## config.mk

```make
export PLATFORM = sky130hd
export DESIGN_NAME = mem_port_arbiter
export DESIGN_NICKNAME = d
export VERILOG_FILES = /design/src/rtl/core_mem_pkg.sv /design/src/rtl/mem_arb_starve_ctr.sv /design/src/rtl/mem_port_arbiter.sv
export SDC_FILE = /design/constraint.sdc
export NUM_CORES = 1
export LEC_CHECK = 0
export CAP_MARGIN = 20
export CORE_MARGIN = 2
export CORE_UTILIZATION = 35
export CTS_CLUSTER_SIZE = 10
export DETAILED_ROUTE_END_ITERATION = 8
export PLACE_DENSITY = 0.78
export SYNTH_ARGS = -nofsm -noshare
export SYNTH_HDL_FRONTEND = slang
export SYNTH_HIERARCHICAL = 1
export SYNTH_SLANG_ARGS = --single-unit
```

## constraint.sdc

```tcl
create_clock -name clk -period 2.6 [get_ports clk]
set_input_delay 0.26 -clock clk [delete_from_list [all_inputs] [get_ports clk]]
set_output_delay 0.26 -clock clk [all_outputs]
set_load 0.01 [all_outputs]
```

## src/rtl/core_mem_pkg.sv

```systemverilog
// Shared types for the core memory-port arbiter: FSM states, port ownership
// and the captured request record presented to the memory macro.
package core_mem_pkg;

    localparam int unsigned CORE_ADDR_W = 32;
    localparam int unsigned CORE_DATA_W = 32;

    typedef enum logic [1:0] {
        IDLE,
        ISSUE,
        WAIT_RSP
    } arb_state_t;

    typedef enum logic [1:0] {
        OWN_NONE,
        OWN_I,
        OWN_D
    } arb_owner_t;

    typedef struct packed {
        logic                   we;
        logic [CORE_ADDR_W-1:0] addr;
        logic [CORE_DATA_W-1:0] wdata;
    } mem_rec_t;

endpackage

```

## src/rtl/mem_arb_starve_ctr.sv

```systemverilog
// Saturating count of consecutive fetch losses; at_limit_o forces the next
// contended arbitration in favour of fetch.
module mem_arb_starve_ctr #(
    parameter int unsigned LIMIT = 4
) (
    input  logic clk,
    input  logic reset,
    input  logic inc_i,
    input  logic clr_i,
    output logic at_limit_o
);

    localparam logic [3:0] LIMIT_C = 4'(LIMIT);

    logic [3:0] cnt_q;
    logic [3:0] cnt_d;

    always_comb begin
        cnt_d = cnt_q;
        if (clr_i) begin
            cnt_d = '0;
        end else if (inc_i && (cnt_q != LIMIT_C)) begin
            cnt_d = cnt_q + 4'd1;
        end
    end

    always_ff @(posedge clk or posedge reset) begin
        if (reset) begin
            cnt_q <= '0;
        end else begin
            cnt_q <= cnt_d;
        end
    end

    assign at_limit_o = (cnt_q == LIMIT_C);

endmodule

```

## src/rtl/mem_port_arbiter.sv

```systemverilog
// Two-port (fetch / data) arbiter in front of a single-ported memory: one
// outstanding access, data priority, bounded fetch starvation.
module mem_port_arbiter
    import core_mem_pkg::*;
#(
    parameter int unsigned ADDR_W       = CORE_ADDR_W,
    parameter int unsigned DATA_W       = CORE_DATA_W,
    parameter int unsigned STARVE_LIMIT = 4
) (
    input  logic              clk,
    input  logic              reset,
    input  logic              if_req,
    input  logic [ADDR_W-1:0] if_addr,
    output logic              if_gnt,
    output logic              if_rvalid,
    output logic [DATA_W-1:0] if_rdata,
    input  logic              d_req,
    input  logic              d_we,
    input  logic [ADDR_W-1:0] d_addr,
    input  logic [DATA_W-1:0] d_wdata,
    output logic              d_gnt,
    output logic              d_rvalid,
    output logic [DATA_W-1:0] d_rdata,
    output logic              mem_req,
    output logic              mem_we,
    output logic [ADDR_W-1:0] mem_addr,
    output logic [DATA_W-1:0] mem_wdata,
    input  logic              mem_gnt,
    input  logic              mem_rvalid,
    input  logic [DATA_W-1:0] mem_rdata
);

    // The request record is sized by the package, so the port widths must match it.
    if ((ADDR_W != CORE_ADDR_W) || (DATA_W != CORE_DATA_W)) begin : g_width_check
        $error("mem_port_arbiter: ADDR_W/DATA_W must match core_mem_pkg widths");
    end
    if ((STARVE_LIMIT < 1) || (STARVE_LIMIT > 15)) begin : g_limit_check
        $error("mem_port_arbiter: STARVE_LIMIT must be 1..15");
    end

    arb_state_t state_q, state_d;
    arb_owner_t owner_q, owner_d;
    mem_rec_t   req_q,   req_d;

    logic starve_inc;
    logic starve_clr;
    logic starve_at_limit;
    logic rsp_fire;
    logic issuing;

    mem_arb_starve_ctr #(
        .LIMIT (STARVE_LIMIT)
    ) u_starve_ctr (
        .clk        (clk),
        .reset      (reset),
        .inc_i      (starve_inc),
        .clr_i      (starve_clr),
        .at_limit_o (starve_at_limit)
    );

    always_comb begin
        state_d    = state_q;
        owner_d    = owner_q;
        req_d      = req_q;
        if_gnt     = 1'b0;
        d_gnt      = 1'b0;
        starve_inc = 1'b0;
        starve_clr = 1'b0;
        rsp_fire   = 1'b0;
        unique case (state_q)
            IDLE: begin
                // Grants are combinational pulses, so hold them off while reset is asserted.
                if (!reset) begin
                    if (d_req && !(if_req && starve_at_limit)) begin
                        d_gnt      = 1'b1;
                        req_d      = '{we: d_we, addr: d_addr, wdata: d_wdata};
                        owner_d    = OWN_D;
                        state_d    = ISSUE;
                        starve_inc = if_req;
                    end else if (if_req) begin
                        if_gnt     = 1'b1;
                        req_d      = '{we: 1'b0, addr: if_addr, wdata: '0};
                        owner_d    = OWN_I;
                        state_d    = ISSUE;
                        starve_clr = 1'b1;
                    end
                end
            end
            ISSUE: begin
                if (mem_gnt) begin
                    if (mem_rvalid) begin
                        rsp_fire = 1'b1;
                        state_d  = IDLE;
                        owner_d  = OWN_NONE;
                    end else begin
                        state_d  = WAIT_RSP;
                    end
                end
            end
            WAIT_RSP: begin
                if (mem_rvalid) begin
                    rsp_fire = 1'b1;
                    state_d  = IDLE;
                    owner_d  = OWN_NONE;
                end
            end
            default: begin
                state_d = IDLE;
                owner_d = OWN_NONE;
            end
        endcase
    end

    always_ff @(posedge clk or posedge reset) begin
        if (reset) begin
            state_q <= IDLE;
            owner_q <= OWN_NONE;
            req_q   <= '0;
        end else begin
            state_q <= state_d;
            owner_q <= owner_d;
            req_q   <= req_d;
        end
    end

    assign issuing   = (state_q == ISSUE);
    assign mem_req   = issuing;
    assign mem_we    = issuing & req_q.we;
    assign mem_addr  = issuing ? req_q.addr  : '0;
    assign mem_wdata = issuing ? req_q.wdata : '0;

    assign if_rvalid = rsp_fire && (owner_q == OWN_I);
    assign d_rvalid  = rsp_fire && (owner_q == OWN_D);
    assign if_rdata  = if_rvalid ? mem_rdata : '0;
    // Store acknowledges carry no data even if the memory drives its read bus.
    assign d_rdata   = (d_rvalid && !req_q.we) ? mem_rdata : '0;

endmodule

```

# Word-level counts from Yosys, hierarchy flattened

Index checks and enable logic that the tools add are counted.

Word-level logic and storage cells: 66
Input bits: 135
Bits in registers: 73
Output and inout port bits: 134

Mux-type cells: 33
Eq/ne operators: 10
Bitwise logic cells: 2
Add/subtract/negate cells: 1
Reductions and logical operators: 14

Operators by type and width:

| operator              | number |
|---|---|
| $mux W65              | 2 |
| $mux W32              | 4 |
| $mux W2               | 10 |
| $mux W1               | 12 |
| $pmux W2 S3           | 2 |
| $mux W4               | 2 |
| $logic_and A1 B1 Y1   | 6 |
| $ne A2 B2 Y1 const B  | 3 |
| $reduce_and A3 Y1     | 2 |
| $add A4 B1 Y4 const B | 1 |
| $eq A2 B1 Y1 const B  | 2 |
| $eq A2 B2 Y1 const B  | 2 |
| $eq A4 B3 Y1 const B  | 1 |
| $ne A4 B3 Y1 const B  | 1 |
| $reduce_and A4 Y1     | 1 |
| $reduce_bool A2 Y1    | 2 |
| $ne A3 B3 Y1 const B  | 1 |
| $logic_not A1 Y1      | 2 |
| $logic_not A2 Y1      | 1 |
| $pmux W1 S2           | 1 |
| $and A1 B1 Y1         | 1 |
| $not A1 Y1            | 1 |

# Depth between registers and ports, before layout

Gate-level depths: netlist of the first run.

Depth after elaboration: 10
Gate-level depth with buffers: 12
Mapped depth without buffers: 10

# Modules after synthesis

Netlist of the first run, hierarchy kept.

Modules (own cells, without submodules):

| module             | instances | area each (um^2) | cells an instance | seq. area each (um^2) |
|---|---|---|---|---|
| mem_port_arbiter   | 1         | 3905.0           | 435               | 1726.7 |
| mem_arb_starve_ctr | 1         | 237.7            | 25                | 100.1 |

# Least setup slack after synthesis of the first run

OpenSTA, ideal clock, no wires.

Kind: input to output
Start: in reset
End: out if_gnt
Data required time: 2.340 ns
Setup slack: 0.132 ns
Arrival: 2.208 ns
Buffers on the path: 0
Stages on the path: 2
Cell sequence: inv_1 -> and4_1

Word-level cells in the longest chain between the ends: 2

Ends and longest elaborated chain:

| item        | line                   | source |
|---|---|---|
| from (decl) | mem_port_arbiter.sv:11 | `input logic reset,` |
| $mux W1     | mem_port_arbiter.sv:73 | `if (!reset) begin` |
| $mux W1     | mem_port_arbiter.sv:70 | `unique case (state_q)` |
| to (decl)   | mem_port_arbiter.sv:14 | `output logic if_gnt,` |

Every way passes these cells.

# Worst setup path after layout of the first run

Start: reg state_q[0]
End: out if_rdata[1]

Word-level cells in the longest chain between the ends: 4
Elaborated cells on any way between the ends: 5
Classes of those cells: eq/ne (2); mux (2); reduce/logical (1)

Ends and longest elaborated chain:

| item                                                | line                    | source |
|---|---|---|
| from (decl)                                         | mem_port_arbiter.sv:41  | `arb_state_t state_q, state_d;` |
| from (signal assigned)                              | mem_port_arbiter.sv:120 | `state_q <= state_d;` |
| $eq A2 B2 Y1 / $eq A2 B1 Y1 (equally long branches) | mem_port_arbiter.sv:70  |  |
| $pmux W1 S2 (*)                                     | mem_port_arbiter.sv:70  |  |
| $logic_and A1 B1 Y1 (*)                             | mem_port_arbiter.sv:132 | `assign if_rvalid = rsp_fire && (owner_q == OWN_I);` |
| $mux W32 (*)                                        | mem_port_arbiter.sv:134 | `assign if_rdata = if_rvalid ? mem_rdata : '0;` |
| to (decl)                                           | mem_port_arbiter.sv:16  | `output logic [DATA_W-1:0] if_rdata,` |

Mark *: on every way between the ends. The rest lies on a longest branch, timed or not.

==> results.sh, run 1 <==
export IMPL_num_rows=39
export IMPL_start_util=0.3613
export IMPL_cts_buffer_depth=2
export IMPL_crit_chain="inv_1 > ha_4 > nand2_4 > nor4b_4 > buf_4 > clkbuf_16 > and2_1 > dlygate4sd2_1"
export IMPL_hpwlAfterDp_um=10360
export IMPL_ant_nets=0
export IMPL_intPower_mw=4.065
export IMPL_grt_max_degree=70
export IMPL_gp_congestion=0.8437
export IMPL_combPwrFrac=0.502
export IMPL_reg2reg_from="u_starve_ctr/cnt_q[0]$_DFFE_PP0P_"
export IMPL_rsz0062_at_grt="true"
export IMPL_fmax_mhz=394.7
export IMPL_cellPowerDensity_nw_per_um2=866.7
export IMPL_worst_r2r_cell_count=10
export IMPL_final_common_cell="clkdlybuf4s50_1"
export IMPL_critPathMaxFanout=16
export IMPL_drv_cap=0
export IMPL_design_portCount=269
export IMPL_final_area_um2=7360
export IMPL_drv_slew=0
export IMPL_setup_worst_path_start_class="flip-flop"
export IMPL_die_y_um=112.8
export IMPL_p_clk_frac=0.186
export IMPL_wirelength_um=14470
export IMPL_clkTransAtPathRegs_ps=60
export IMPL_synth_area_um2=4143
export IMPL_track_usage=0.2163
export IMPL_vias=4331
export IMPL_hold_viol_final=0
export IMPL_switchingPower_mw=2.313
export IMPL_critPathKind="reg2out"
export IMPL_areaGrowthSynthToFinish_pct=77.65
export IMPL_tightest_slew_ps=865.9
export IMPL_p_seq_frac=0.312
export IMPL_cp_end_kind="primary output"
export IMPL_die_width_um=112.8
export IMPL_grt_antenna_before_repair=0
export IMPL_via_per_inst=4.972
export IMPL_die_area_um2=12720
export IMPL_rrSetupSlack_ps=320
export IMPL_antenna_cells=0
export IMPL_clkLatencyLatePin_ps=320
export IMPL_sw_frac_of_total=0.3626
export IMPL_maxSlewHeadroom=0.4228
export IMPL_grt_pass1_vias=4382
export IMPL_fillers=955
export IMPL_place_area_um2=6935
export IMPL_fin_skew_ps=7.747
export IMPL_grt_pass1_wl_um=22210
export IMPL_fin_util=0.6418
export IMPL_numPortBuffers=268
export IMPL_outcome="finished clean"
export IMPL_htreeDepth=3
export IMPL_arrival_ps=2270
export IMPL_critPathTopFamily="buffers and inverters"
export IMPL_layout_nets=863
export IMPL_gr_total_overflow=0
export IMPL_synth_cells=460
export IMPL_syn_nets=600
export IMPL_seq_area_frac_synth=0.4410
export IMPL_synth_seq_cells=73
export IMPL_ys_warn_count=6
export IMPL_detail_route_iter0_violations=244
export IMPL_synthDistinctLibCells=36
export IMPL_first_pass_iters=4
export IMPL_cts_buffers=9
export IMPL_drc=0
export IMPL_power_total_mw=6.379
export IMPL_period_share=0.9745
export IMPL_final_cell_mix="clkdlybuf4s50_1 (202), and2_1 (130), dfrtp_1 (73)"
export IMPL_cts_sinks=73
export IMPL_power_leakage_nw=3.688
export IMPL_ir_worst_vdd_uv=518.3
export IMPL_setup_viol=0
export IMPL_cp_slowest_cell="dfrtp_1"
export IMPL_fp_coreArea_um2=11470
export IMPL_syn_avg_cell_area_um2=9.006
export IMPL_hp_class="in2async"
export IMPL_crit_required_ps=2340
export IMPL_min_period_ps=2534
export IMPL_path_buf_inv=4
export IMPL_hold_buffers=0
export IMPL_cts_root_buf="clkbuf_16"
export IMPL_drive_above_1_share=0.08242
export IMPL_cts_tree="done"
export IMPL_wl_per_cell_um=16.61
export IMPL_r2r_end="u_starve_ctr/cnt_q[3]$_DFFE_PP0P_"
export IMPL_slowest_delay_ps=390
==> state kept, by name (all words and copies together), names as in the netlist <==
register	flops
req_q	65
u_starve_ctr/cnt_q	4
owner_q	2
state_q	2
==> area by class of cell <==
cell class                      instances  area (um2)  share of cell area
Timing Repair Buffer                  289        2888              0.3924
Multi-Input combinational cell        342        2151              0.2922
Sequential cell                        73        1827              0.2482
Clock buffer                            9       225.2             0.03060
Tap cell                              143       178.9             0.02431
Clock inverter                          7       60.06            0.008160
Inverter                                8       30.03            0.004080
==> power groups by stage <==
stage | logic [mW] | clock network, mW | registers, mW
after CTS | 3.16 | 1.22 | 1.99
after global placement | 3.07 | 0 | 1.96
after global routing | 3.48 | 1.28 | 2.05
final | 3.20 | 1.19 | 1.99
after detailed placement | 3.12 | 0 | 2.00
after floorplan | 1.71 | 0 | 1.91
==> synthesized netlist by cell type <==
library cell  number  area share
a211o_1            1      0.0021
a21bo_1            1      0.0024
a21boi_1           1      0.0018
a21o_2             2      0.0042
a21oi_1           37       0.045
a22o_1            34       0.072
a31oi_1           32       0.048
and2_1           130        0.20
and4_1             1      0.0021
buf_1              1     0.00091
buf_2             13       0.016
buf_6              4       0.011
clkbuf_1          17       0.015
clkbuf_2           2      0.0024
dfrtp_1           73        0.44
ha_1               5       0.015
inv_1              7      0.0063
inv_2              1     0.00091
nand2_1           67       0.061
nand2b_1           1      0.0015
nand3_1            6      0.0072
nand3b_4           1      0.0048
nand4_1            1      0.0015
nor2_1             3      0.0027
nor2b_1            3      0.0045
nor3_1             4      0.0048
nor3_4             1      0.0039
nor4_2             1      0.0030
nor4b_4            1      0.0057
o2111ai_1          1      0.0021
o211ai_1           1      0.0018
o21ai_0            2      0.0024
o21ba_1            1      0.0024
o21bai_2           1      0.0027
o32a_1             1      0.0024
or3_1              2      0.0030
==> layer usage <==
layer,share of wire,vias to the layer above,global-route usage
met1,0.42,2042,0.2688
li1,-,2102,-
met2,0.51,171,0.3856
met4,0.013,0,0.05122
met3,0.059,16,0.04499
met5,0,-,0
==> stage by stage <==
step / TNS [ps] / worst slack [ps] / hold slack, ps / std cells
finish: 0 / 66.20 / 220.0 / 871
CTS: 0 / 0.1259 / 215.3 / 864
global placement: 0 / 194.8 / 479.0 / 847
global route: -97.34 / -53.87 / 248.8 / 871
floorplan: 0 / 131.7 / 26.08 / 460
detailed placement: 0 / 166.1 / 485.5 / 847
==> cells by family after synthesis <==
| logic type | synth area share |
|---|---|
| AND/OR/NAND/NOR | 0.3020 |
| buffers and inverters | 0.05255 |
| AO/OA/AOI/OAI | 0.1894 |
| flip-flops | 0.4410 |
| adder cells (fa/ha/maj) | 0.01510 |
==> how the worst max path moves through the flow <==
stage	slack [ps]	endpoint	cells past startpoint	from
CTS	0.1	d_rdata[7]	7	state_q[0]$_DFFE_PP0P_
global placement	190	d_rdata[12]	6	mem_rvalid
global route	-50	if_rdata[1]	8	state_q[1]$_DFFE_PP0P_
detailed placement	170	d_rdata[12]	6	mem_rvalid
floorplan	130	if_gnt	2	reset
finish	70	if_rdata[1]	8	state_q[0]$_DFFE_PP0P_
==> repair_timing <==
| item | in CTS | in global routing |
|---|---|---|
| buffers inserted | 0 | 5 |
| setup endpoints to repair | 65 | 90 |
| pin swaps | 1 | 1 |
| gates resized for setup | 49 | 45 |
| gates cloned | 1 | 2 |
Note: power is estimated with default switching activity, not from simulation.
==> run 2: changes to the inputs <==
- CTS_CLUSTER_DIAMETER: default -> 50
- PLACE_DENSITY: 0.78 -> 0.89
==> results.sh, run 2 (same netlist as run 1, synthesis figures left out) <==
export IMPL_outcome="finished clean"
export IMPL_num_rows=39
export IMPL_rsz0062_at_grt="false"
export IMPL_hpwlAfterDp_um=10420
export IMPL_crit_chain="buf_4 > ha_2 > a21oi_4 > nor4_4 > buf_4 > buf_4 > buf_6 > and2_1 > dlygate4sd2_1"
export IMPL_totalNegativeSetupSlack_ps=0
export IMPL_path_buf_inv=5
export IMPL_vias=4480
export IMPL_fin_skew_ps=9.919
export IMPL_critPathKind="reg2out"
export IMPL_path_common_cell="buf_4"
export IMPL_critPathMaxFanout=8
export IMPL_grt_antenna_before_repair=0
export IMPL_layout_nets=863
export IMPL_htreeDepth=3
export IMPL_drc=0
export IMPL_maxSlewHeadroom=0.4307
export IMPL_critPathTopFamily="buffers and inverters"
export IMPL_design_portCount=269
export IMPL_numPortBuffers=268
export IMPL_power_leakage_nw=3.681
export IMPL_gp_congestion=0.8491
export IMPL_gr_total_overflow=0
export IMPL_via_per_inst=5.144
export IMPL_cts_tree="done"
export IMPL_cts_root_buf="clkbuf_16"
export IMPL_fmax_mhz=402.5
export IMPL_setup_viol=0
export IMPL_reg2reg_from="u_starve_ctr/cnt_q[0]$_DFFE_PP0P_"
export IMPL_detail_route_iter0_violations=286
export IMPL_hold_buffers=0
export IMPL_track_usage=0.2174
export IMPL_fillers=920
export IMPL_clkTransAtPathRegs_ps=60
export IMPL_crit_required_ps=2340
export IMPL_fp_coreArea_um2=11470
export IMPL_final_common_cell="clkdlybuf4s50_1"
export IMPL_antenna_cells=0
export IMPL_cp_end_kind="primary output"
export IMPL_grt_max_degree=70
export IMPL_placed_cells=845
export IMPL_final_cell_mix="clkdlybuf4s50_1 (203), and2_1 (130), dfrtp_1 (73)"
export IMPL_grt_pass1_wl_um=22560
export IMPL_arrival_ps=2220
export IMPL_cp_slowest_cell="dfrtp_1"
export IMPL_tightest_slew_ps=854.0
export IMPL_drv_cap=0
export IMPL_die_y_um=112.8
export IMPL_instances_no_fill=871
export IMPL_cellPowerDensity_nw_per_um2=879.1
export IMPL_first_pass_iters=6
export IMPL_ir_worst_vdd_uv=494.6
export IMPL_worstSetupStartpoint="state_q[0]$_DFFE_PP0P_"
export IMPL_wl_per_cell_um=16.66
export IMPL_start_util=0.3613
export IMPL_die_width_um=112.8
export IMPL_regMostFlops="req_q"
export IMPL_hp_class="in2async"
export IMPL_grt_pass1_vias=4650
export IMPL_drive_above_1_share=0.07555
export IMPL_hold_viol_final=0
export IMPL_setup_worst_path_start_class="flip-flop"
export IMPL_ant_nets=0
export IMPL_min_period_ps=2485
export IMPL_largest_register_ff_count=65
export IMPL_wirelength_um=14510
export IMPL_areaGrowthSynthToFinish_pct=77.83
export IMPL_clkLatencyLatePin_ps=320
export IMPL_drv_slew=0
export IMPL_die_area_um2=12720
export IMPL_reg_top3="req_q (65), u_starve_ctr/cnt_q (4)"
export IMPL_slowest_delay_ps=400
export IMPL_period_share=0.9557
export IMPL_cts_buffer_depth=2
export IMPL_cts_sinks=73
export IMPL_cts_buffers=9
-- run 2: power breakdown --
group	internal, mW	switching, mW	leakage, nW
sequential	1.69	0.329	0.895
clock	0.746	0.464	0.139
combinational	1.75	1.50	2.65
total	4.19	2.29	3.68
-- run 2: layer usage --
layer | GRT usage | wire (um)
met4 | 0.07805 | 318
met2 | 0.3832 | 7412
met1 | 0.2690 | 5936
met5 | 0 | 0
met3 | 0.03535 | 839
-- run 2: path summary, 6_finish.rpt --
path                                                     end  slack [ps]  cells past startpoint
max                                               d_rdata[1]         120                      9
min                        u_starve_ctr/cnt_q[3]$_DFFE_PP0P_         220                      2
max reg2reg                u_starve_ctr/cnt_q[3]$_DFFE_PP0P_         330                     10
min reg2reg                            req_q[22]$_DFFE_PP0P_         500                      1
max in group asynchronous              req_q[15]$_DFFE_PP0P_        1450                      3
min in group clk                       req_q[34]$_DFFE_PP0P_         500                      3
-- run 2: metrics by stage --
stage                 util  hold WS [ps]  area [um2]  setup WS, ps  power (mW)
floorplan                -         26.08        4143         131.7       3.617
global placement    0.6028         480.0        6913         184.7       4.985
detailed placement  0.6052         483.3        6940         104.3       5.132
CTS                 0.6324         215.5        7252        -37.08       6.428
global route        0.6424         225.0        7367         33.08       6.882
finish              0.6424         223.7        7367         115.3       6.476
-- run 2: area by class of cell --
cell class                      count  area, um2  area share
Multi-Input combinational cell    342       2146      0.2913
Clock inverter                      6      67.56    0.009171
Timing Repair Buffer              289       2889      0.3922
Inverter                            8      30.03    0.004076
Clock buffer                       10      229.0     0.03108
Tap cell                          143      178.9     0.02429
Sequential cell                    73       1827      0.2480
-- run 2: repair_timing --
item | in CTS | in global routing
hold endpoints to repair | 0 | 0
setup endpoints to repair | 65 | 49
resized for setup | 51 | 29
setup buffers | 4 | 4
gates cloned | 2 | 0
pin swaps | 1 | 0
